## src/rtl/mc_main_fsm.sv

```systemverilog

```

## src/rtl/mc_ctrl_pkg.sv

```systemverilog
// Shared encodings for the multi-cycle RV32I control path: FSM states, opcodes
// and the datapath select codes understood by the datapath and ALU decoder.
package mc_ctrl_pkg;

    typedef enum logic [3:0] {
        S_FETCH    = 4'd0,
        S_DECODE   = 4'd1,
        S_MEMADR   = 4'd2,
        S_MEMREAD  = 4'd3,
        S_MEMWB    = 4'd4,
        S_MEMWRITE = 4'd5,
        S_EXECUTER = 4'd6,
        S_EXECUTEI = 4'd7,
        S_ALUWB    = 4'd8,
        S_BRANCH   = 4'd9,
        S_JAL      = 4'd10,
        S_JALR1    = 4'd11,
        S_JALR2    = 4'd12,
        S_UPPER    = 4'd13,
        S_TRAP     = 4'd14
    } mc_state_t;

    localparam logic [6:0] OP_LW    = 7'b0000011;
    localparam logic [6:0] OP_SW    = 7'b0100011;
    localparam logic [6:0] OP_R     = 7'b0110011;
    localparam logic [6:0] OP_I     = 7'b0010011;
    localparam logic [6:0] OP_BR    = 7'b1100011;
    localparam logic [6:0] OP_JAL   = 7'b1101111;
    localparam logic [6:0] OP_JALR  = 7'b1100111;
    localparam logic [6:0] OP_LUI   = 7'b0110111;
    localparam logic [6:0] OP_AUIPC = 7'b0010111;

    localparam logic [1:0] SRCA_PC    = 2'b00;
    localparam logic [1:0] SRCA_OLDPC = 2'b01;
    localparam logic [1:0] SRCA_RD1   = 2'b10;
    localparam logic [1:0] SRCA_ZERO  = 2'b11;

    localparam logic [1:0] SRCB_RD2  = 2'b00;
    localparam logic [1:0] SRCB_IMM  = 2'b01;
    localparam logic [1:0] SRCB_FOUR = 2'b10;

    localparam logic [1:0] RES_ALUOUT    = 2'b00;
    localparam logic [1:0] RES_DATA      = 2'b01;
    localparam logic [1:0] RES_ALURESULT = 2'b10;

    localparam logic [1:0] ALUOP_ADD    = 2'b00;
    localparam logic [1:0] ALUOP_BRANCH = 2'b01;
    localparam logic [1:0] ALUOP_FUNCT  = 2'b10;

    localparam logic [2:0] IMM_I = 3'b000;
    localparam logic [2:0] IMM_S = 3'b001;
    localparam logic [2:0] IMM_B = 3'b010;
    localparam logic [2:0] IMM_J = 3'b011;
    localparam logic [2:0] IMM_U = 3'b100;

    // First state after DECODE for a given opcode.
    function automatic mc_state_t decode_target(input logic [6:0] op, input logic trap_on_illegal);
        mc_state_t nxt;
        case (op)
            OP_LW, OP_SW:     nxt = S_MEMADR;
            OP_R:             nxt = S_EXECUTER;
            OP_I:             nxt = S_EXECUTEI;
            OP_BR:            nxt = S_BRANCH;
            OP_JAL:           nxt = S_JAL;
            OP_JALR:          nxt = S_JALR1;
            OP_LUI, OP_AUIPC: nxt = S_UPPER;
            default:          nxt = trap_on_illegal ? S_TRAP : S_FETCH;
        endcase
        return nxt;
    endfunction

endpackage

```

## src/rtl/imm_srcdec.sv

```systemverilog
// Opcode to immediate-format decoder; purely combinational, independent of FSM state.
module imm_srcdec
    import mc_ctrl_pkg::*;
(
    input  logic [6:0] op,
    output logic [2:0] imm_src
);

    always_comb begin
        imm_src = IMM_I;
        case (op)
            OP_SW:            imm_src = IMM_S;
            OP_BR:            imm_src = IMM_B;
            OP_JAL:           imm_src = IMM_J;
            OP_LUI, OP_AUIPC: imm_src = IMM_U;
            default:          imm_src = IMM_I;
        endcase
    end

endmodule

```

## src/rtl/mc_mainfsm.sv

```systemverilog
// Multi-cycle main control FSM: steps each instruction through its states and
// drives datapath enables/selects, with a mem_ready handshake on memory states.
//
// state      | meaning
// FETCH      | read instruction at PC, PC+4 -> PC on mem_ready
// DECODE     | OldPC+imm precomputed, dispatch on op
// MEMADR     | RD1+imm address for lw/sw
// MEMREAD    | load access, wait mem_ready
// MEMWB      | load data -> register file
// MEMWRITE   | store access, write on mem_ready
// EXECUTER   | RD1 op RD2
// EXECUTEI   | RD1 op imm
// ALUWB      | ALUOut -> register file
// BRANCH     | compare, target from DECODE
// JAL        | target -> PC, OldPC+4 for link
// JALR1      | RD1+imm target
// JALR2      | target -> PC, OldPC+4 for link
// UPPER      | lui (0+imm) / auipc (OldPC+imm)
// TRAP       | illegal opcode, held until reset
module mc_mainfsm
    import mc_ctrl_pkg::*;
#(
    parameter bit TRAP_ON_ILLEGAL = 1'b1
) (
    input  logic       clk,
    input  logic       rst_n,
    input  logic [6:0] op,
    input  logic       mem_ready,
    output logic       mem_req,
    output logic       PCUpdate,
    output logic       Branch,
    output logic       RegWrite,
    output logic       MemWrite,
    output logic       IRWrite,
    output logic       AdrSrc,
    output logic [1:0] ALUSrcA,
    output logic [1:0] ALUSrcB,
    output logic [1:0] ResultSrc,
    output logic [1:0] ALUOp,
    output logic [2:0] ImmSrc,
    output logic       illegal,
    output logic [3:0] state_o
);

    mc_state_t state_q, state_d;
    logic      mem_req_en, pc_update_en, branch_en, reg_write_en, mem_write_en, ir_write_en;

    always_ff @(posedge clk or negedge rst_n) begin
        if (!rst_n) state_q <= S_FETCH;
        else        state_q <= state_d;
    end

    always_comb begin
        state_d      = state_q;
        mem_req_en   = 1'b0;
        pc_update_en = 1'b0;
        branch_en    = 1'b0;
        reg_write_en = 1'b0;
        mem_write_en = 1'b0;
        ir_write_en  = 1'b0;
        AdrSrc       = 1'b0;
        ALUSrcA      = SRCA_PC;
        ALUSrcB      = SRCB_RD2;
        ResultSrc    = RES_ALUOUT;
        ALUOp        = ALUOP_ADD;
        case (state_q)
            S_FETCH: begin
                mem_req_en   = 1'b1;
                ALUSrcB      = SRCB_FOUR;
                ResultSrc    = RES_ALURESULT;
                ir_write_en  = mem_ready;
                pc_update_en = mem_ready;
                if (mem_ready) state_d = S_DECODE;
            end
            S_DECODE: begin
                ALUSrcA = SRCA_OLDPC;
                ALUSrcB = SRCB_IMM;
                state_d = decode_target(op, TRAP_ON_ILLEGAL);
            end
            S_MEMADR: begin
                ALUSrcA = SRCA_RD1;
                ALUSrcB = SRCB_IMM;
                state_d = (op == OP_SW) ? S_MEMWRITE : S_MEMREAD;
            end
            S_MEMREAD: begin
                mem_req_en = 1'b1;
                AdrSrc     = 1'b1;
                if (mem_ready) state_d = S_MEMWB;
            end
            S_MEMWB: begin
                ResultSrc    = RES_DATA;
                reg_write_en = 1'b1;
                state_d      = S_FETCH;
            end
            S_MEMWRITE: begin
                mem_req_en   = 1'b1;
                AdrSrc       = 1'b1;
                mem_write_en = mem_ready;
                if (mem_ready) state_d = S_FETCH;
            end
            S_EXECUTER: begin
                ALUSrcA = SRCA_RD1;
                ALUOp   = ALUOP_FUNCT;
                state_d = S_ALUWB;
            end
            S_EXECUTEI: begin
                ALUSrcA = SRCA_RD1;
                ALUSrcB = SRCB_IMM;
                ALUOp   = ALUOP_FUNCT;
                state_d = S_ALUWB;
            end
            S_ALUWB: begin
                reg_write_en = 1'b1;
                state_d      = S_FETCH;
            end
            S_BRANCH: begin
                ALUSrcA   = SRCA_RD1;
                ALUOp     = ALUOP_BRANCH;
                branch_en = 1'b1;
                state_d   = S_FETCH;
            end
            S_JAL, S_JALR2: begin
                ALUSrcA      = SRCA_OLDPC;
                ALUSrcB      = SRCB_FOUR;
                pc_update_en = 1'b1;
                state_d      = S_ALUWB;
            end
            S_JALR1: begin
                ALUSrcA = SRCA_RD1;
                ALUSrcB = SRCB_IMM;
                state_d = S_JALR2;
            end
            S_UPPER: begin
                // lui has op[5]=1 and adds imm to zero; auipc adds it to OldPC
                ALUSrcA = op[5] ? SRCA_ZERO : SRCA_OLDPC;
                ALUSrcB = SRCB_IMM;
                state_d = S_ALUWB;
            end
            S_TRAP:  state_d = S_TRAP;
            default: state_d = S_FETCH;
        endcase
    end

    // Enables are gated by rst_n so an access in flight is abandoned the instant reset lands.
    assign mem_req  = mem_req_en & rst_n;
    assign PCUpdate = pc_update_en & rst_n;
    assign Branch   = branch_en & rst_n;
    assign RegWrite = reg_write_en & rst_n;
    assign MemWrite = mem_write_en & rst_n;
    assign IRWrite  = ir_write_en & rst_n;
    assign illegal  = (state_q == S_TRAP);
    assign state_o  = state_q;

    imm_srcdec u_imm_srcdec (
        .op      (op),
        .imm_src (ImmSrc)
    );

endmodule

```

## config.mk

```make
export PLATFORM = sky130hd
export DESIGN_NAME = mc_mainfsm
export DESIGN_NICKNAME = d
export VERILOG_FILES = /design/src/rtl/mc_main_fsm.sv /design/src/rtl/mc_ctrl_pkg.sv /design/src/rtl/imm_srcdec.sv /design/src/rtl/mc_mainfsm.sv
export SDC_FILE = /design/constraint.sdc
export NUM_CORES = 1
export LEC_CHECK = 0
export ABC_AREA = 1
export ABC_CLOCK_PERIOD_IN_PS = 1400
export BUFFER_PORTS_ARGS = -buffer_cell sky130_fd_sc_hd__buf_2
export CAP_MARGIN = 15
export CORE_MARGIN = 4
export CORE_UTILIZATION = 30
export CTS_CLUSTER_DIAMETER = 200
export DETAILED_ROUTE_END_ITERATION = 16
export PLACE_DENSITY = 0.67
export SKIP_LAST_GASP = 1
export SLEW_MARGIN = 30
export SYNTH_ARGS = -nofsm -noshare
export SYNTH_HDL_FRONTEND = slang
export SYNTH_SLANG_ARGS = --single-unit
```

## constraint.sdc

```tcl
create_clock -name clk -period 1.4 [get_ports clk]
set_input_delay 0.14 -clock clk [delete_from_list [all_inputs] [get_ports clk]]
set_output_delay 0.14 -clock clk [all_outputs]
set_load 0.02 [all_outputs]
```

==> run metrics, run 1 <==
status complete, but fails checks; failing checks negative setup slack; count of cell types in the netlist 23; starting density of the core 0.318; die width about 54 µm; reg2reg end state_o[0]; hold crit path type in -> reg; Tcrit/Tclk final 1.19; DIE HEIGHT 53.6 µm; initial antenna violation count 0; kind of end point of the critical path output port; largest net degree at the start of global routing 7; flops & latches, synth 4; multi-input logic area around 540 µm²; Net Sw Power about 1.2 mW; worst slack, placed ~48 ps; WHS Path Cells 2; fillers approximately 190; Cells after Synth around 110; part of the power in registers 0.117; Worst-path clk slew ~40 ps; Comb power frac 0.819; switching share of power 0.535; CTS buffer count 3; Routability Congestion around 0.82; worst-path cell chain or2_4 -> nor2_4 -> nand2_4 -> a21oi_4 -> buf_6; htree depth 1; final net count approximately 170; Syn. warnings 0; 1st-iter DRT viols 37; Max-Cap Viols 0; Core ar. 1960 µm²; length in cells of the worst reg-to-reg path 8; CP required ~1300 ps; CTS tree yes; Final setup viols 15; Clk network pwr share 0.064; Tot GR Track Use 0.173; minimum clock period approximately 1700 ps; later-pin clock latency in the skew report about 240 ps; # IOs 33; RSZ-0062 raised after global routing true; largest fanout on the critical path 6; Initial DRT Pass Iterations 4; Final HPWL DP between 1500 and 2000 µm; most frequent cells in the layout nand2_1, buf_4, buf_2, inv_2, nor2_4; n_diodes 0; VDD IR max 1130 µV; clock tree buffer depth 2; DRC viols 0; port bufs 32; critical path startpoint category flip-flop; CP peak stage delay 450 ps; wire per inst ~13 µm; final instance area roughly 1100 µm²; Register Area 105 µm²; share of cells above drive strength 1 0.615; reg2reg setup slack 0 ps; Worst Max-Slew Pin Slew roughly 350 ps; Finished Layout Cells 183; Syn Area/Cell slightly below 6 µm²; antenna-violating nets left 0; max reg flops 4; DP Area about 850 µm²; Fin. Hold Viols 0; Hold Path End state_o[1]; Final Skew about 1.4 ps; internal power about 1.1 mW; vias in the first global route ~800; reg2reg start state_o[1]; Post-Syn Area roughly 620 µm²; total grt overflow 0; clk sinks 4; final WL 2420 µm; fin worst setup slack -266 ps; commonest non-fill, non-tap cell in the layout nand2_1; FMAX approximately 600 MHz; placed cell count ~170; hold path start mem_ready; Final Max Tran Viols 0; post-synthesis sequential area ratio 0.160; Via Count ~890; critical path class reg -> out; first-pass GRT wire length 3620 µm; Layout area overhead 79.6%; Die ar. ~2900 µm²; Power Density about 2000 nW/µm²; Net Count, Synth 118; Slowest-stage cell, CP dfrtp_2; cell row count 16; hold_ws a little under 200 ps; P_leak 0.590 nW; total power around 2.3 mW; WP data arrival 1530 ps; Slew HR 0.769; Root Buffer clkbuf_4; Vias/cell between 4 and 5
layout make-up:
class / instances / area share
multi-input combinational: 82 / 0.485
timing repair buffer: 45 / 0.292
sequential: 4 / 0.0937
inverter: 22 / 0.0781
tap: 27 / 0.0301
clock buffer: 3 / 0.0201
synth_stat cells:
library cell | n | area [µm²]
nor3_2 | 1 | 10.0
nor3_1 | 3 | 15.0
nand3_2 | 1 | 10.0
o2111ai_1 | 1 | 8.76
a31oi_2 | 1 | 12.5
nand2_2 | 2 | 12.5
nor2_1 | 13 | 48.8
a21oi_1 | 2 | 10.0
o211ai_1 | 2 | 15.0
o22ai_1 | 1 | 6.26
o21ai_1 | 4 | 20.0
nand2_1 | 32 | 120
inv_2 | 12 | 45.0
o221ai_1 | 1 | 8.76
nor2_2 | 5 | 31.3
nor2_4 | 4 | 45.0
dfrtp_1 | 4 | 100
nor3b_1 | 1 | 7.51
or2_4 | 1 | 8.76
inv_1 | 10 | 37.5
nand4_4 | 1 | 21.3
o21ai_0 | 1 | 5.00
nand3_1 | 5 | 25.0
cells by family (layout without fill, tap and decap cells):
| group | after synthesis | count (layout) | synth area share |
|---|---|---|---|
| AND/OR/NAND/NOR | 69 | 69 | 0.569 |
| buffers and inverters | 22 | 70 | 0.132 |
| AO/OA/AOI/OAI | 13 | 13 | 0.138 |
| flip-flops | 4 | 4 | 0.160 |
critical path: cells and delay by family (launching register included):
| family | cells | cell delay [ps] |
|---|---|---|
| AND/OR/NAND/NOR | 3 | 530 |
| buffers and inverters | 1 | 140 |
| AO/OA/AOI/OAI | 1 | 170 |
| flip-flops | 1 | 450 |
per-layer routing:
layer	wire, µm	track usage	vias up
met5	0	0	-
met4	108	0.0681	0
met3	97	0.0332	10
met2	1300	0.306	29
met1	907	0.203	408
li1	-	-	438
metrics by stage:
| step | utilization | TNS (ps) |
|---|---|---|
| after global placement | 0.432 | 0 |
| after global routing | 0.571 | -2920 |
| after detailed placement | 0.432 | 0 |
| after CTS | 0.526 | -1250 |
| final | 0.571 | -1970 |
| after floorplan | - | -75.5 |
timing repair:
item / 4_1_cts / 5_1_grt
setup endpoints to repair: 12 / 16
gates resized for setup: 34 / 16
pin swaps: 10 / 6
hold endpoints to repair: 4 / 0
buffers inserted: 6 / 5
hold buffers: 1 / 0
worst max-delay path by stage:
stage / slack (ps) / startpoint / end
floorplan: -40 / state_o[1] / PCUpdate
finish: -270 / state_o[1] / PCUpdate
global placement: 80 / state_o[1] / PCUpdate
CTS: -170 / state_o[1] / mem_req
global route: -300 / state_o[0] / PCUpdate
detailed placement: 50 / state_o[2] / mem_req
power groups by stage:
stage	Clock [mW]	Combinational (mW)	Sequential [mW]
2_1_floorplan	0	0.839	0.297
5_1_grt	0.161	2.02	0.279
3_3_place_gp	0	1.26	0.244
3_5_place_dp	0	1.27	0.250
6_report	0.148	1.89	0.270
4_1_cts	0.153	1.60	0.265
No activity file was read; power rests on OpenSTA's default activity.
==> run 2, diff against run 1 <==
Settings changed: PLACE_DENSITY 0.67 to 0.56.
==> run 2 against run 1 <==
  * The run still ends with negative setup slack left
  * Global-route usage decreased by 1.2 points
  * Clock power about the same
  * Worst hold slack got worse by 22 ps
  * Worst setup slack improved by 25 ps
  * Critical path depth unchanged
  * Register-to-register slack got worse by 20 ps
  * Sequential power about the same
  * Non-clock buffer count increased by 1
  * Wire length increased by 0.17%
  * Flip-flop and latch count unchanged
  * Largest cell class unchanged
==> run metrics, run 2 (synthesis results as in run 1) <==
hold crit path type in -> reg (unchanged); kind of end point of the critical path output port (unchanged); hold_ws 173 ps (was 195 ps); 1st-iter DRT viols 8 (was 37); antenna-violating nets left 0 (unchanged); Tot GR Track Use 0.161 (was 0.173); Core ar. 1960 µm² (unchanged); CTS buffer count 3 (unchanged); Routability Congestion 0.845 (was 0.818); Final Max Tran Viols 0 (unchanged); minimum clock period 1640 ps (was 1670 ps); final WL 2420 µm (about the same); htree depth 1 (unchanged); DRC viols 0 (unchanged); clk sinks 4 (unchanged); VDD IR max 1200 µV (was 1130 µV); critical path startpoint category flip-flop (unchanged); total grt overflow 0 (unchanged); cell row count 16 (unchanged); n_diodes 0 (unchanged); most frequent cells in the layout nand2_1, buf_2, buf_4, inv_2, nor2_4 (was nand2_1, buf_4, buf_2, inv_2, nor2_4); total power 2.39 mW (was 2.31 mW); largest net degree at the start of global routing 7 (unchanged); Slew HR 0.801 (was 0.769); status complete, but fails checks (unchanged); initial antenna violation count 0 (unchanged); commonest non-fill, non-tap cell in the layout nand2_1 (unchanged); share of cells above drive strength 1 0.650 (was 0.615); max reg flops 4 (unchanged); Fin. Hold Viols 0 (unchanged); clock tree buffer depth 2 (unchanged); Root Buffer clkbuf_4 (unchanged); FMAX 609 MHz (was 600 MHz); vias in the first global route 819 (was 796); Final HPWL DP 1560 µm (about the same); Max-Cap Viols 0 (unchanged); Layout area overhead 81.4% (was 79.6%); fin worst setup slack -241 ps (was -266 ps); CP required 1260 ps (about the same); die width 53.6 µm (unchanged); critical path class reg -> out (unchanged); Final Skew 7.90 ps (was 1.40 ps); RSZ-0062 raised after global routing true (unchanged); Power Density 2110 nW/µm² (was 2060 nW/µm²); final net count 169 (was 168); Die ar. 2880 µm² (unchanged); WP data arrival 1500 ps (was 1530 ps); Final setup viols 15 (unchanged); # IOs 33 (unchanged); later-pin clock latency in the skew report 240 ps (about the same); Worst Max-Slew Pin Slew 298 ps (was 346 ps); Via Count 861 (was 885); wire per inst 13.1 µm (was 13.2 µm); largest fanout on the critical path 4 (was 6); first-pass GRT wire length 3490 µm (was 3620 µm); port bufs 32 (unchanged); DIE HEIGHT 53.6 µm (unchanged); Tcrit/Tclk final 1.17 (was 1.19); starting density of the core 0.318 (unchanged); P_leak 0.597 nW (was 0.590 nW); failing checks negative setup slack (unchanged); Vias/cell 4.68 (was 4.84); Worst-path clk slew 40 ps (about the same); Initial DRT Pass Iterations 4 (unchanged); CTS tree yes (unchanged)
==> run 2: area by class of cell <==
| type | count | area (µm²) |
|---|---|---|
| fillers | 197 | 830 |
| multi-input cells | 82 | 553 |
| clock buffers | 3 | 22.5 |
| well taps | 27 | 33.8 |
| flip-flops and latches | 4 | 105 |
| inverters | 22 | 87.6 |
| repair buffers | 46 | 330 |
==> run 2: worst paths after layout <==
kind	slack (ps)	endpoint	startpoint	cells past startpoint
hold / removal	170	state_o[1]	mem_ready	2
setup reg to reg	-20	state_o[2]	state_o[1]	8
min in group asynchronous	330	state_o[1]	rst_n	2
max in group asynchronous	840	state_o[0]	rst_n	2
setup / recovery	-240	PCUpdate	state_o[1]	5
hold reg to reg	660	state_o[0]	state_o[0]	2
==> run 2: metal layers <==
layer / global-route usage / up-vias / part of all wire
met5: 0 / - / 0
met4: 0.0255 / 0 / 0.011
met3: 0.0443 / 2 / 0.036
met2: 0.280 / 20 / 0.54
met1: 0.201 / 399 / 0.42
li1: - / 440 / -
==> run 2: where the power goes <==
part	total, mW	switching, mW	internal (mW)
clock	0.150	0.0537	0.0964
combinational	1.97	1.14	0.826
sequential	0.268	0.0922	0.176
total	2.39	1.29	1.10
==> run 2: critical path: stages, from the launching register on <==
cell	delay, ps
dfrtp_2	430
or2_4	290
nor2_4	170
nand2_4	80
a21oi_4	150
buf_6	140
==> run 2: stage by stage <==
step	cells	util	setup TNS [ps]	cell area, µm²	setup slack (ps)
2_1_floorplan	108	-	-75.5	638	-44.5
3_3_place_gp	169	0.432	0	847	50.4
3_5_place_dp	169	0.432	0	847	55.7
4_1_cts	178	0.486	-1170	953	-143
5_1_grt	184	0.577	-2910	1130	-272
6_report	184	0.577	-1950	1130	-241
==> run 2: repair_timing <==
| item | 4_1_cts | 5_1_grt |
|---|---|---|
| endpoints found under the hold margin | 4 | 0 |
| pin swaps | 1 | 10 |
| hold buffers | 1 | 0 |
| setup buffers | 5 | 6 |
| gates resized for setup | 13 | 41 |
| setup endpoints to repair | 12 | 18 |
